--- src/rtl/demo_pixel_gen.sv ---
// Pixel source for VGAcore: scrolling checker/gradient background with a bouncing box.
// Animation state only advances at end of frame (inside vertical blank), so frames never tear.
module demo_pixel_gen #(
    parameter int          H_TOTAL_LAST = 799,
    parameter int          V_TOTAL_LAST = 523,
    parameter int          X_MIN        = 17,
    parameter int          X_MAX        = 655,
    parameter int          Y_MIN        = 11,
    parameter int          Y_MAX        = 489,
    parameter int          BOX_SIZE     = 32,
    parameter int          SPEED        = 2,
    parameter logic [11:0] BOX_COLOR    = 12'hFFF
) (
    input  logic        clk_25_175,
    input  logic        reset,
    input  logic [9:0]  hpos,
    input  logic [9:0]  vpos,
    input  logic        pause,
    output logic [11:0] pixstream,
    output logic        frame_tick,
    output logic [7:0]  frame_count
);

    localparam logic [10:0] LIM_X  = 11'(X_MAX - BOX_SIZE + 1);
    localparam logic [10:0] LIM_Y  = 11'(Y_MAX - BOX_SIZE + 1);
    localparam logic [10:0] XMIN_W = 11'(X_MIN);
    localparam logic [10:0] YMIN_W = 11'(Y_MIN);
    localparam logic [10:0] SPD_W  = 11'(SPEED);
    localparam logic [10:0] BOX_W  = 11'(BOX_SIZE);

    // One axis of the bounce: returns {dir, pos}, dir 1 = increasing.
    function automatic logic [10:0] step_axis(
        input logic [9:0]  pos,
        input logic        dir,
        input logic [10:0] lo,
        input logic [10:0] lim
    );
        logic [10:0] p;
        logic [10:0] res;
        p = {1'b0, pos};
        if (dir) begin
            if ((p + SPD_W) >= lim) begin
                res = {1'b0, lim[9:0]};
            end else begin
                res = {1'b1, 10'(p + SPD_W)};
            end
        end else begin
            if (p <= (lo + SPD_W)) begin
                res = {1'b1, lo[9:0]};
            end else begin
                res = {1'b0, 10'(p - SPD_W)};
            end
        end
        return res;
    endfunction

    logic [11:0] pix_q, pix_d;
    logic        tick_q, tick_d;
    logic [7:0]  fc_q, fc_d;
    logic [9:0]  box_x_q, box_x_d;
    logic [9:0]  box_y_q, box_y_d;
    logic        dir_x_q, dir_x_d;
    logic        dir_y_q, dir_y_d;

    logic        eof_s;
    logic        inbox_s;
    logic        carry_s;
    logic [3:0]  sx_hi_s;
    logic        c_s;

    // Next-state for animation, frame tick and the pixel word.
    always_comb begin
        eof_s   = (hpos == 10'(H_TOTAL_LAST)) && (vpos == 10'(V_TOTAL_LAST));
        tick_d  = eof_s;
        fc_d    = fc_q;
        box_x_d = box_x_q;
        box_y_d = box_y_q;
        dir_x_d = dir_x_q;
        dir_y_d = dir_y_q;
        if (eof_s && !pause) begin
            fc_d               = fc_q + 8'd1;
            {dir_x_d, box_x_d} = step_axis(box_x_q, dir_x_q, XMIN_W, LIM_X);
            {dir_y_d, box_y_d} = step_axis(box_y_q, dir_y_q, YMIN_W, LIM_Y);
        end else begin
            fc_d = fc_q;
        end

        inbox_s = ({1'b0, hpos} >= {1'b0, box_x_q}) && ({1'b0, hpos} < ({1'b0, box_x_q} + BOX_W))
               && ({1'b0, vpos} >= {1'b0, box_y_q}) && ({1'b0, vpos} < ({1'b0, box_y_q} + BOX_W));

        // Only sx[8:5] of (hpos + frame_count) is needed, so build it from the low-half carry.
        carry_s = (6'({1'b0, hpos[4:0]}) + 6'({1'b0, fc_q[4:0]})) > 6'd31;
        sx_hi_s = hpos[8:5] + {1'b0, fc_q[7:5]} + {3'b000, carry_s};
        c_s     = sx_hi_s[0] ^ vpos[5];

        if (inbox_s) begin
            pix_d = BOX_COLOR;
        end else begin
            pix_d = {(c_s ? 4'h8 : 4'h2), vpos[8:5], sx_hi_s};
        end
    end

    // State and output registers.
    always_ff @(posedge clk_25_175 or negedge reset) begin
        if (!reset) begin
            pix_q   <= 12'h000;
            tick_q  <= 1'b0;
            fc_q    <= 8'd0;
            box_x_q <= 10'(X_MIN);
            box_y_q <= 10'(Y_MIN);
            dir_x_q <= 1'b1;
            dir_y_q <= 1'b1;
        end else begin
            pix_q   <= pix_d;
            tick_q  <= tick_d;
            fc_q    <= fc_d;
            box_x_q <= box_x_d;
            box_y_q <= box_y_d;
            dir_x_q <= dir_x_d;
            dir_y_q <= dir_y_d;
        end
    end

    assign pixstream   = pix_q;
    assign frame_tick  = tick_q;
    assign frame_count = fc_q;

endmodule

--- config.mk ---
export PLATFORM = sky130hd
export DESIGN_NAME = demo_pixel_gen
export DESIGN_NICKNAME = d
export VERILOG_FILES = /design/src/rtl/demo_pixel_gen.sv
export SDC_FILE = /design/constraint.sdc
export NUM_CORES = 1
export LEC_CHECK = 0
export BUFFER_PORTS_ARGS = -buffer_cell sky130_fd_sc_hd__buf_2
export CORE_AREA = 2 2 67 133
export CTS_CLUSTER_DIAMETER = 150
export CTS_CLUSTER_SIZE = 8
export DETAILED_ROUTE_END_ITERATION = 8
export DIE_AREA = 0 0 69 135
export SETUP_SLACK_MARGIN = 0.02
export SYNTH_ARGS = -nofsm -noshare
export SYNTH_HDL_FRONTEND = slang
export SYNTH_SLANG_ARGS = --single-unit
export TNS_END_PERCENT = 50
--- constraint.sdc ---
create_clock -name clk_25_175 -period 6.5 [get_ports clk_25_175]
set_input_delay 0.975 -clock clk_25_175 [delete_from_list [all_inputs] [get_ports clk_25_175]]
set_output_delay 0.975 -clock clk_25_175 [all_outputs]
set_load 0.02 [all_outputs]
Word level (Yosys, flattened, before mapping)
Cells that the tools add are included.
- output and inout bits: 21
- word-level logic and storage cells: 43
- input bits: 23
- register bits: 43
- reduce and logical (&&, ||, !) cells: 6
- bitwise gates (word level): 1
- equality and inequality tests: 2
- $add $sub $neg: 10
- multiplexer cells: 8
- $lt $le $gt $ge: 9
- operators by type and width (cell ; number):
    2-to-1 mux 11 bit ; 6
    adder 10 x 2 -> 11 bit (second input constant) ; 2
    adder 10 x 6 -> 11 bit (second input constant) ; 2
    less-than comparator 10 x 11 -> 1 bit ; 2
    == test 10 bit (second input constant) ; 2
    >= comparator 10 bit ; 2
    subtractor 10 x 2 -> 10 bit (second input constant) ; 2
    2-to-1 mux 12 bit ; 1
    >= comparator 11 x 10 -> 1 bit (second input constant) ; 1
    >= comparator 11 x 9 -> 1 bit (second input constant) ; 1
    <= comparator 10 x 4 -> 1 bit (second input constant) ; 1
    <= comparator 10 x 5 -> 1 bit (second input constant) ; 1
    adder 8 x 1 -> 8 bit (second input constant) ; 1
    adder 5 x 5 -> 6 bit ; 1
    > comparator 6 x 5 -> 1 bit (second input constant) ; 1
    logical AND 1 bit ; 5
    adder 4 x 1 -> 4 bit ; 1
    adder 4 x 3 -> 4 bit ; 1
    2-to-1 mux 4 bit ; 1
    logical NOT 1 bit ; 1
    XOR 1 bit ; 1

Longest topological paths before layout
- depth in word-level cells: 6
- mapped depth: 12
- gate-level depth less buffers: 11

Worst setup path after synthesis
Ideal clock, no wire load.
- kind: in2reg
- start point: input port vpos[5]
- end point: register box_x_q[6]
- arrival time: 3066 ps
- setup slack: 3369 ps
- required time: 6435 ps
- buffers on the path: 1
- stages: 7
- cell sequence: or4b_1 > or4_4 > or3_1 > clkbuf_1 > or3_1 > a21oi_1 > a211o_1
- cells in the longest elaborated chain, start to end: 3
- ends and longest elaborated chain (what ; line ; source):
    start: declaration ; 17 ; input logic [9:0] vpos,
    == test 10 bit ; 73 ; eof_s = (hpos == 10'(H_TOTAL_LAST)) && (vpos == 10'(V_TOTAL_LAST));
    logical AND 1 bit ; 73 ;
    logical AND 1 bit ; 80 ; if (eof_s && !pause) begin
    end signal: assignment ; 109 ; box_x_q <= 10'(X_MIN);
    end signal: assignment ; 117 ; box_x_q <= box_x_d;
    end: declaration ; 60 ; logic [9:0] box_x_q, box_x_d;
No other way between the ends.
A chain may end at the register's enable or synchronous reset.

Worst setup path after layout
- start point: input port hpos[6]
- end point: register box_x_q[3]
- cells in the longest elaborated chain, start to end: 3
- ends and longest elaborated chain (what ; line ; source):
    start: declaration ; 16 ; input logic [9:0] hpos,
    == test 10 bit ; 73 ;
    logical AND 1 bit ; 73 ;
    logical AND 1 bit ; 80 ;
No other way between the ends.

==> flow_summary.toml <==
[finish]
final_nets = 527
n_antenna_cell = 0
finish.utilization = 0.4971
final_area_mm2 = 0.004093
drive_gt1_frac = 0.1550
synthToLayoutAreaGrowth_pct = 11.98
stdcell_count = 556

[worst_setup_path]
critPathMaxFanout = 17
cp_data_required_time_ns = 6.65
crit_arrival_ns = 3.67
r2r_end = "pixstream[1]"
worst_path_max_delay_cell = "nor3_2"
worst_r2r_path_depth = 10
r2r-start = "box_x_q[5]"
max_stage_delay_ns = 0.85
r2r_slack_ns = 3.37
crit_path_end_kind = "flop"
path_class = "input port to flop"
crit_chain = "buf_2 > or4bb_1 > or4_4 > nor3_2 > o221ai_1 > o21ai_0 > o31ai_1"
critPathLaunchType = "input port"

[flow_run]
cap_violations = 0

[place]
dp.cells = 548
dpl.hpwl_mm = 8.295
port_buffers = 43
place_area_mm2 = 0.003928
gp_congestion = 0.9965

[synth]
synthCells = 424
seq_area_frac_synth = 0.2900
netlist_area_mm2 = 0.003655
synth_area_leader_cell = "dfrtp_1"
synth_edf_count = 0
netlist.area_leader.share = 0.2396
synth_nets = 494
synthTopCellsByArea = "dfrtp_1, ha_1, dfstp_2"
ys_warn_count = 0
ys.flop_type = "dfrtp_1"
async_flop_share = 1.000
synth-seq-cells = 42
avgSynthCellArea_um2 = 8.620
synth_cell_types = 61

[sta]
slew_headroom = 0.2893
final_hold_viol_count = 0
fin_crit_sh = 0.5418
fin_crit_ns = 3.522
finalSetupTns_ns = 0
finalMaxSlewViolations = 0
fmax_mhz = 284.0
setup_violations = 0
skew_ns = 0.007568
rsz0062_at_grt = "no"
tightest_slew_ns = 1.060

[clock_tree]
clock_latency_ns = 0.29
post-cts-setup-buffer-count = 0
htree_num_levels = 2
ctsResizeCount = 0
ctsLongestPathBuffers = 2
cts_hold_buf = 0
cts_sinks = 42
clkTransAtPathRegs_ns = 0.07
tritoncts = "yes"
cts-root-buf = "clkbuf_16"
cts_buffers = 5

[global_routing]
first_global_vias = 3527
grt_max_degree = 43
grt_usage = 0.2383
gr-total-overflow = 0
antenna_found_initial = 0
grt_pass1_wl_mm = 17.51

[pwr]
total_power_mw = 0.6225
p_leak_nw = 1.859
p_per_area_mw_per_mm2 = 152.1
ir_worst_vdd_mv = 0.09733

[worst_hold_path]
hp-start = "frame_count[7]"
min_path_type = "flop to flop"
hold_path_end = "frame_count[7]"
whs_path_depth = 1

[floorplanning]
io_pins = 44
rows = 47
design.die.area_mm2 = 0.009315
coreArea_mm2 = 0.008233
die_w_um = 69
dieHeight_um = 135
start_util = 0.4439

[status]
outcome = "finished, final reports clean"

[routing]
drc = 0
via_per_inst = 6.171
drt-total-wl_mm = 10.73
drt_iter0_markers = 266
routedWlPerCell_um = 19.30
drt_first_pass_iters = 4
num_vias = 3431
antenna_left = 0
cells in the final DEF (no fill, tap or decap), types with 3 or more instances in the layout:
cell type	n
o31ai_1	8
nor3_1	7
nor4_1	4
a21oi_1	29
o22a_1	3
xnor2_1	19
nand3_1	14
o22ai_1	5
o211a_1	4
o21a_1	8
o21ai_0	23
a211o_1	4
dfstp_2	7
nor2b_1	6
buf_2	43
o211ai_1	3
a211oi_1	4
nor2_1	28
nand2_1	26
ha_1	45
and3_1	8
and4_1	4
nand2b_1	11
nand4b_1	3
dfrtp_1	35
or3_1	5
or2_2	8
a31oi_1	8
inv_1	23
clkbuf_16	5
nand4_1	12
a21o_1	5
cells by family after synthesis:
logic type               count (synthesis)  synth area share
AND/OR/NAND/NOR                        147            0.2201
flip-flops                              42            0.2900
adder cells (fa/ha/maj)                 47            0.1650
AO/OA/AOI/OAI                          126            0.2311
XOR/XNOR                                21           0.05033
buffers and inverters                   41           0.04348
worst max path at each step:
| stage | from | to | slack [ns] | cells past startpoint |
|---|---|---|---|---|
| 6_report | hpos[6] | box_x_q[3] | 2.98 | 7 |
| 4_1_cts | hpos[6] | box_x_q[3] | 2.98 | 7 |
| 3_3_place_gp | vpos[5] | box_x_q[4] | 2.75 | 7 |
| 2_1_floorplan | vpos[5] | box_x_q[6] | 3.37 | 7 |
| 3_5_place_dp | vpos[5] | box_x_q[3] | 2.66 | 7 |
| 5_1_grt | hpos[6] | box_x_q[3] | 2.77 | 7 |
metrics by stage:
stage               worst slack, ns  hold WS (ns)
floorplan                     3.369        0.4824
global placement              2.745        0.5156
detailed placement            2.660        0.5278
CTS                           2.976        0.5360
global route                  2.768        0.5596
finish                        2.978        0.5315
cell type report:
class	instances	area, µm²
clock buffers	5	125.1
repair buffers	44	222.7
inverters	23	86.33
well taps	98	122.6
flip-flops and latches	42	1060
multi-input cells	341	2436
clock inverters	3	40.04
fillers	823	4140
cells in the mapped netlist, types with 3 or more instances:
master    count
and3_1        8
nor2_1       28
nand3_1      14
o21a_1        8
buf_1         3
o21ai_0      23
o211ai_1      3
ha_1         45
o22a_1        3
or3_1         5
clkbuf_1     13
a211o_1       4
nand4b_1      3
or2_2         8
and4_1        4
nand4_1      12
xnor2_1      19
dfrtp_1      35
dfstp_2       7
nor4_1        4
o22ai_1       5
o211a_1       4
nor2b_1       6
a21o_1        5
o31ai_1       8
nor3_1        7
a211oi_1      4
inv_1        23
a31oi_1       8
a21oi_1      29
nand2b_1     11
nand2_1      26
state kept, by name, summed over array words and instances, names as in the netlist:
name / flops
box_x_q: 10
box_y_q: 10
dir_y_q: 1
frame_tick: 1
dir_x_q: 1
frame_count: 8
pixstream: 11
critical path, delay by kind of cell:
family | cells | cell delay (ns)
AND/OR/NAND/NOR | 3 | 1.99
AO/OA/AOI/OAI | 3 | 0.57
buffers and inverters | 1 | 0.14
layer usage:
layer,part of all wire,vias up,GRT usage,wire length (µm)
li1,-,1654,-,-
met1,0.37,1656,0.2439,3986
met2,0.56,86,0.4589,6031
met3,0.021,35,0.02313,225
met4,0.045,0,0.1362,485
met5,0,-,0,0
report_power, final:
group,switching [mW],internal (mW),total [mW]
Sequential,0.00131,0.266,0.268
Combinational,0.0389,0.0257,0.0646
Clock,0.110,0.180,0.290
Total,0.150,0.472,0.623
(Power assumes the default switching activity.)
